**src/rtl/pro_pkg.sv**
```systemverilog
// Shared types and constants for the single-byte I2C master write engine.
package pro_pkg;

  localparam int unsigned DATA_W = 8;
  localparam int unsigned BIT_W  = 3;
  localparam int unsigned DIV_W  = 8;

  typedef enum logic [2:0] {
    IDLE,
    START,
    ADDR,
    ADDR_ACK,
    DATA,
    DATA_ACK,
    STOP,
    DONE
  } pro_state_t;

  localparam logic [1:0] PH_0 = 2'd0;
  localparam logic [1:0] PH_1 = 2'd1;
  localparam logic [1:0] PH_2 = 2'd2;
  localparam logic [1:0] PH_3 = 2'd3;

  // SCL is high in the second half of every clocked bit time
  function automatic logic scl_for_phase(input logic [1:0] ph);
    return ph[1];
  endfunction

endpackage

```
**src/rtl/pro_if.sv**
```systemverilog
// Controller-side request/status bundle plus the SCL/SDA pad-side outputs.
interface pro_if;
  import pro_pkg::*;

  logic              start_tx;
  logic [DATA_W-1:0] data_in;
  logic              ack_in;
  logic              scl;
  logic              sda;
  logic              done;
  logic              busy;

  modport master (
    output start_tx, data_in, ack_in,
    input  scl, sda, done, busy
  );

  modport slave (
    input  start_tx, data_in, ack_in,
    output scl, sda, done, busy
  );
endinterface

```
**src/rtl/pro_tick_gen.sv**
```systemverilog
// Quarter-SCL-period divider: one-clock tick at each phase boundary and a 2-bit phase count.
module pro_tick_gen
  import pro_pkg::*;
#(
  parameter int unsigned CLK_DIV = 4
) (
  input  logic       clk,
  input  logic       rst_n,
  input  logic       i_clr,
  output logic       o_tick_c,
  output logic       o_first_c,
  output logic [1:0] o_phase
);

  logic [DIV_W-1:0] r_cnt;
  logic [1:0]       r_phase;

  assign o_tick_c  = !i_clr && (r_cnt == DIV_W'(CLK_DIV - 1));
  assign o_first_c = (r_cnt == '0);
  assign o_phase   = r_phase;

  always_ff @(posedge clk or posedge rst_n) begin
    if (rst_n) begin
      r_cnt   <= '0;
      r_phase <= PH_0;
    end else if (i_clr) begin
      r_cnt   <= '0;
      r_phase <= PH_0;
    end else if (o_tick_c) begin
      r_cnt   <= '0;
      r_phase <= 2'(r_phase + 2'd1);
    end else begin
      r_cnt   <= DIV_W'(r_cnt + DIV_W'(1));
    end
  end

endmodule

```
**src/rtl/pro.sv**
```systemverilog
// Single-byte I2C master write: START, address+W, data byte, ACK samples, STOP, done pulse.
// Define PRO_ACK_CHECK_EN to abort to STOP when the address phase is NACKed.
module pro
  import pro_pkg::*;
#(
  parameter logic [6:0]  SLAVE_ADDR = 7'h50,
  parameter int unsigned CLK_DIV    = 4
) (
  input  logic clk,
  input  logic rst_n,
  pro_if.slave bus
);

`ifdef PRO_ACK_CHECK_EN
  localparam bit ACK_CHECK = 1'b1;
`else
  localparam bit ACK_CHECK = 1'b0;
`endif

  localparam logic [DATA_W-1:0] ADDR_BYTE = {SLAVE_ADDR, 1'b0};

  pro_state_t        r_state, w_state_n;
  logic [BIT_W-1:0]  r_bit, w_bit_n;
  logic [DATA_W-1:0] r_shift, w_shift_n;
  logic              r_nack, w_nack;
  logic              r_scl, r_sda, r_done, r_busy;
  logic              w_scl_n, w_sda_n;
  logic              w_tick, w_first, w_end, w_clr;
  logic [1:0]        w_phase, w_phase_n;

  assign w_clr = (r_state == IDLE) || (r_state == DONE);

  pro_tick_gen #(.CLK_DIV(CLK_DIV)) u_tick (
    .clk       (clk),
    .rst_n     (rst_n),
    .i_clr     (w_clr),
    .o_tick_c  (w_tick),
    .o_first_c (w_first),
    .o_phase   (w_phase)
  );

  assign w_end     = w_tick && (w_phase == PH_3);
  assign w_phase_n = w_tick ? 2'(w_phase + 2'd1) : w_phase;
  assign w_nack    = ((r_state == ADDR_ACK) && (w_phase == PH_3) && w_first) ? bus.ack_in : r_nack;

  // Outputs are derived from the next state/phase so they register in step with the FSM
  always_comb begin
    w_state_n = r_state;
    w_bit_n   = r_bit;
    w_shift_n = r_shift;
    w_scl_n   = 1'b1;
    w_sda_n   = 1'b1;

    case (r_state)
      IDLE: if (bus.start_tx) begin
        w_state_n = START;
        w_shift_n = bus.data_in;
        w_bit_n   = '0;
      end
      START: if (w_end) w_state_n = ADDR;
      ADDR: if (w_end) begin
        if (r_bit == BIT_W'(7)) begin
          w_state_n = ADDR_ACK;
          w_bit_n   = '0;
        end else begin
          w_bit_n = BIT_W'(r_bit + BIT_W'(1));
        end
      end
      ADDR_ACK: if (w_end) w_state_n = (ACK_CHECK && w_nack) ? STOP : DATA;
      DATA: if (w_end) begin
        w_shift_n = {r_shift[DATA_W-2:0], 1'b0};
        if (r_bit == BIT_W'(7)) begin
          w_state_n = DATA_ACK;
          w_bit_n   = '0;
        end else begin
          w_bit_n = BIT_W'(r_bit + BIT_W'(1));
        end
      end
      DATA_ACK: if (w_end) w_state_n = STOP;
      STOP:     if (w_end) w_state_n = DONE;
      DONE:     w_state_n = IDLE;
      default:  w_state_n = IDLE;
    endcase

    case (w_state_n)
      START: w_sda_n = ~w_phase_n[1];
      ADDR: begin
        w_scl_n = scl_for_phase(w_phase_n);
        w_sda_n = ADDR_BYTE[BIT_W'(BIT_W'(7) - w_bit_n)];
      end
      DATA: begin
        w_scl_n = scl_for_phase(w_phase_n);
        w_sda_n = w_shift_n[DATA_W-1];
      end
      ADDR_ACK, DATA_ACK: w_scl_n = scl_for_phase(w_phase_n);
      STOP: begin
        w_scl_n = scl_for_phase(w_phase_n);
        w_sda_n = (w_phase_n == PH_3);
      end
      default: begin
        w_scl_n = 1'b1;
        w_sda_n = 1'b1;
      end
    endcase
  end

  always_ff @(posedge clk or posedge rst_n) begin
    if (rst_n) begin
      r_state <= IDLE;
      r_bit   <= '0;
      r_shift <= '0;
      r_nack  <= 1'b0;
      r_scl   <= 1'b1;
      r_sda   <= 1'b1;
      r_done  <= 1'b0;
      r_busy  <= 1'b0;
    end else begin
      r_state <= w_state_n;
      r_bit   <= w_bit_n;
      r_shift <= w_shift_n;
      r_nack  <= (r_state == IDLE) ? 1'b0 : w_nack;
      r_scl   <= w_scl_n;
      r_sda   <= w_sda_n;
      r_done  <= (w_state_n == DONE);
      r_busy  <= (w_state_n != IDLE);
    end
  end

  assign bus.scl  = r_scl;
  assign bus.sda  = r_sda;
  assign bus.done = r_done;
  assign bus.busy = r_busy;

endmodule

```
**src/flat_wrapper.sv**
```systemverilog
// flat-port wrapper written by rule: the top's interface ports become plain ports
module pro_flat import pro_pkg::*;
#(
  parameter logic [6:0]  SLAVE_ADDR = 7'h50,
  parameter int unsigned CLK_DIV    = 4
)
  (clk, rst_n, bus_start_tx, bus_data_in, bus_ack_in, bus_scl, bus_sda, bus_done, bus_busy);
  pro_if bus_i ();
  input  logic clk;
  input  logic rst_n;
  input wire logic [$bits(bus_i.start_tx)-1:0] bus_start_tx;
  input wire logic [$bits(bus_i.data_in)-1:0] bus_data_in;
  input wire logic [$bits(bus_i.ack_in)-1:0] bus_ack_in;
  output wire logic [$bits(bus_i.scl)-1:0] bus_scl;
  output wire logic [$bits(bus_i.sda)-1:0] bus_sda;
  output wire logic [$bits(bus_i.done)-1:0] bus_done;
  output wire logic [$bits(bus_i.busy)-1:0] bus_busy;
  assign bus_i.start_tx = bus_start_tx;
  assign bus_i.data_in = bus_data_in;
  assign bus_i.ack_in = bus_ack_in;
  assign bus_scl = bus_i.scl;
  assign bus_sda = bus_i.sda;
  assign bus_done = bus_i.done;
  assign bus_busy = bus_i.busy;
  pro #(.SLAVE_ADDR(SLAVE_ADDR), .CLK_DIV(CLK_DIV)) u_core (.clk(clk), .rst_n(rst_n), .bus(bus_i));
endmodule
```
**config.mk**
```make
export PLATFORM = sky130hd
export DESIGN_NAME = pro_flat
export DESIGN_NICKNAME = d
export VERILOG_FILES = /design/src/rtl/pro_pkg.sv /design/src/rtl/pro_if.sv /design/src/rtl/pro_tick_gen.sv /design/src/rtl/pro.sv /design/src/flat_wrapper.sv
export SDC_FILE = /design/constraint.sdc
export NUM_CORES = 1
export LEC_CHECK = 0
export CAP_MARGIN = 20
export CORE_ASPECT_RATIO = 0.9
export CORE_MARGIN = 1
export CORE_UTILIZATION = 40
export CTS_CLUSTER_SIZE = 30
export DETAILED_ROUTE_END_ITERATION = 10
export PLACE_DENSITY = 0.67
export SKIP_CTS_REPAIR_TIMING = 1
export SLEW_MARGIN = 30
export SYNTH_ARGS = -nofsm -noshare
export SYNTH_HDL_FRONTEND = slang
export SYNTH_SLANG_ARGS = --single-unit
export TNS_END_PERCENT = 50
```
**constraint.sdc**
```tcl
create_clock -name clk -period 5.7 [get_ports clk]
set_clock_uncertainty 0.1 [all_clocks]
set_input_delay 1.14 -clock clk [delete_from_list [all_inputs] [get_ports clk]]
set_output_delay 1.14 -clock clk [all_outputs]
set_load 0.05 [all_outputs]
```
==> results.yml <==
clocking:
  clockRootBuffer: "clkbuf_8"
  clk_latency_ns: 0.27
  htree_num_levels: 1
  tritoncts.num_buffers: 3
  clockBufferDepth: 2
  clk_pin_slew_ns: 0.09
  tritoncts_clock_tree: "built"
  tritoncts_num_sinks: 28
global_route:
  first_global_vias: 1111
  number_of_antenna_violations_at_the_first_check_in_global_routing: 0
  grt_start_max_net_pins: 29
  globalRouteOverflowTotal: 0
  grt.total_usage: 0.173
  first_pass_grt_wire_length_um: 5240
power_and_ir_drop:
  power_report.internal_total_mw: 0.267
  powerDensity_nw_per_um2: 191
  power_leakage_nw: 0.845
  sw_ratio: 0.194
  power_frac_seq: 0.600
  vdd_ir_drop_max_mv: 0.118
  p_comb_frac: 0.035
  power.switching_mw: 0.0641
  clockPowerShare: 0.364
floorplanning:
  fp-row-count: 20
  die_x_extent_um: 66.9
  die_y_um: 60.4
  floorplan.io_pins: 16
  design.core.area_um2: 3500
  floorplan.initialDensity: 0.432
  area_of_the_die_um2: 4040
synthesis:
  syn-cell-area_um2: 1510
  ys_ff_latch: 28
  nets_in_the_synthesized_netlist: 168
  postSynth.topFlopCell: "dfrtp_1"
  synthesis.yosys.warnings: 0
  ys_async_sr_fraction: 1.00
  synth.lib_cells_used.distinct: 42
  synthCells: 152
  synth_seq_area_share: 0.464
  synthesis.area_per_instance_um2: 9.96
  number_of_enable_flip_flop_cells_after_synthesis: 0
critical_path:
  worst_ep_required_time_ns: 5.79
  critical_path_buf_inv_count: 1
  critical_path.cell_chain: "clkdlybuf4s50_1 -> or4b_2 -> o221ai_1 -> a31oi_1 -> o211ai_1 -> a31oi_1"
  path_class: "input pin to flop"
  path_depth: 6
  timing.reg2reg.worst_path_depth: 6
  end_kind: "flop"
  largest_fanout_on_the_critical_path: 6
  critical-path-max-stage-delay_ns: 0.67
  critical_path_slowest_stage_cell: "or4b_2"
  crit_top_cell: "a31oi_1"
  cp_top_family: "simple AND/OR/NAND/NOR gates"
  cp_data_arrival_time_ns: 2.92
  crit_path_start_kind: "input pin"
layout:
  area_delta_synth_final_pct: 14.5
  layout-drive-gt1-share: 0.104
  layout.cells.most_common: "dfrtp_1"
  layout.core_utilization: 0.495
  layout.cells.most_common_list: "26 x dfrtp_1, 15 x nor2_1, 14 x clkdlybuf4s50_1"
  design.final.nets: 181
  num_antenna_cells: 0
route:
  vias: 1184
  first_pass_iteration_count_of_the_detailed_router: 4
  wl_um: 3110
  detailedRoute.firstIterationViolations: 61
  route.detailed.wl_per_inst_um: 14.9
  route.detailed.vias_per_inst: 5.69
  ant_nets: 0
  drc_errors: 0
timing:
  clock.fmax_mhz: 354
  finalCriticalPeriod_ns: 2.83
  timing_worst_slew_pin_value_ns: 0.587
  finalHoldViolations: 0
  setup_repair_after_global_routing_missed_its_margin: "no"
  slew_headroom: 0.608
  setup_violations: 0
  min_period_over_period: 0.496
  timing_max_transition_violations_final: 0
  timing.setup.tns_ns: 0
placed_design:
  detailedPlacementHpwl_um: 2280
  finalWeightedCongestion: 0.896
  number_of_buffer_cells_added_on_primary_ports: 14
hold_path:
  hp-class: "flop to flop"
  hold-path-cell-count: 1
run_status:
  run_status: "completed"
run:
  maxCapViolCount: 0
-- layer usage --
metal / part of all wire / track usage / vias to the layer above
li1: - / - / 574
met3: 0.049 / 0.0508 / 2
met4: 0.0029 / 0.0334 / 0
met1: 0.46 / 0.239 / 579
met5: 0 / 0 / -
met2: 0.49 / 0.274 / 29
-- registers in the layout (all words and copies together) (netlist names) --
register,count
u_core.u_tick.r_cnt,8
u_core.r_state,3
u_core.bus.busy,1
u_core.u_tick.o_phase,2
u_core.bus.sda,1
u_core.r_bit,3
u_core.bus.done,1
u_core.r_shift,8
u_core.bus.scl,1
-- metrics by stage --
step / worst slack [ns] / cells / total power, mW / instance area (µm²) / hold slack (ns)
2_1_floorplan: 3.33 / 152 / 0.206 / 1510 / 0.348
3_3_place_gp: 2.62 / 204 / 0.214 / 1680 / 0.358
3_5_place_dp: 2.60 / 204 / 0.214 / 1680 / 0.375
4_1_cts: 2.86 / 208 / 0.336 / 1730 / 0.396
5_1_grt: 2.83 / 208 / 0.344 / 1730 / 0.407
6_report: 2.87 / 208 / 0.331 / 1730 / 0.390
-- power by group through the flow --
stage	Clock, mW	Sequential [mW]	Combinational [mW]
6_report	0.121	0.199	0.0117
5_1_grt	0.132	0.199	0.0129
4_1_cts	0.125	0.199	0.0120
3_5_place_dp	0	0.202	0.0119
3_3_place_gp	0	0.202	0.0116
2_1_floorplan	0	0.202	0.00333
-- synth_stat cells, types with 4 or more instances --
cell type	instances	area (µm²)
xor2_1	5	43.8
clkbuf_1	4	15.0
nand3_1	7	35.0
o21ai_0	4	20.0
ha_1	4	50.1
and3_1	4	25.0
nand2_1	12	45.0
a22o_1	6	52.6
dfrtp_1	26	651
a21o_1	6	45.0
inv_1	7	26.3
nor2_1	15	56.3
-- cell type report --
cell class              count  area [µm²]
multi-input cells         111         754
fillers                   326        1770
repair buffers             14         140
inverters                   7        26.3
flip-flops and latches     28         703
clock buffers               4        55.1
well taps                  44        55.1
-- path summary, 6_finish.rpt --
check                                                   start                       endpoint  slack, ns
min in group asynchronous                               rst_n  u_core.r_shift[3]$_DFFE_PP0P_       1.15
setup / recovery                                 bus_start_tx       u_core.bus.sda$_DFF_PP1_       2.87
hold / removal                  u_core.r_shift[2]$_DFFE_PP0P_  u_core.r_shift[2]$_DFFE_PP0P_       0.39
max in group asynchronous                               rst_n       u_core.bus.scl$_DFF_PP1_       3.97
hold reg to reg                 u_core.r_shift[2]$_DFFE_PP0P_  u_core.r_shift[2]$_DFFE_PP0P_       0.39
setup reg to reg           u_core.u_tick.o_phase[0]$_DFF_PP0_  u_core.r_shift[5]$_DFFE_PP0P_       3.39
-- logic make-up after synthesis --
kind of cell,after synthesis,synth area share
xor gates and xnor gates,8,0.0463
muxes,2,0.0132
and+or+nand+nor,60,0.221
AOI/OAI and AO/OA,36,0.179
buffers and inverters,13,0.0372
DFF,28,0.464
adders and majority gates,5,0.0397
Power figures use the tool's default switching activity.
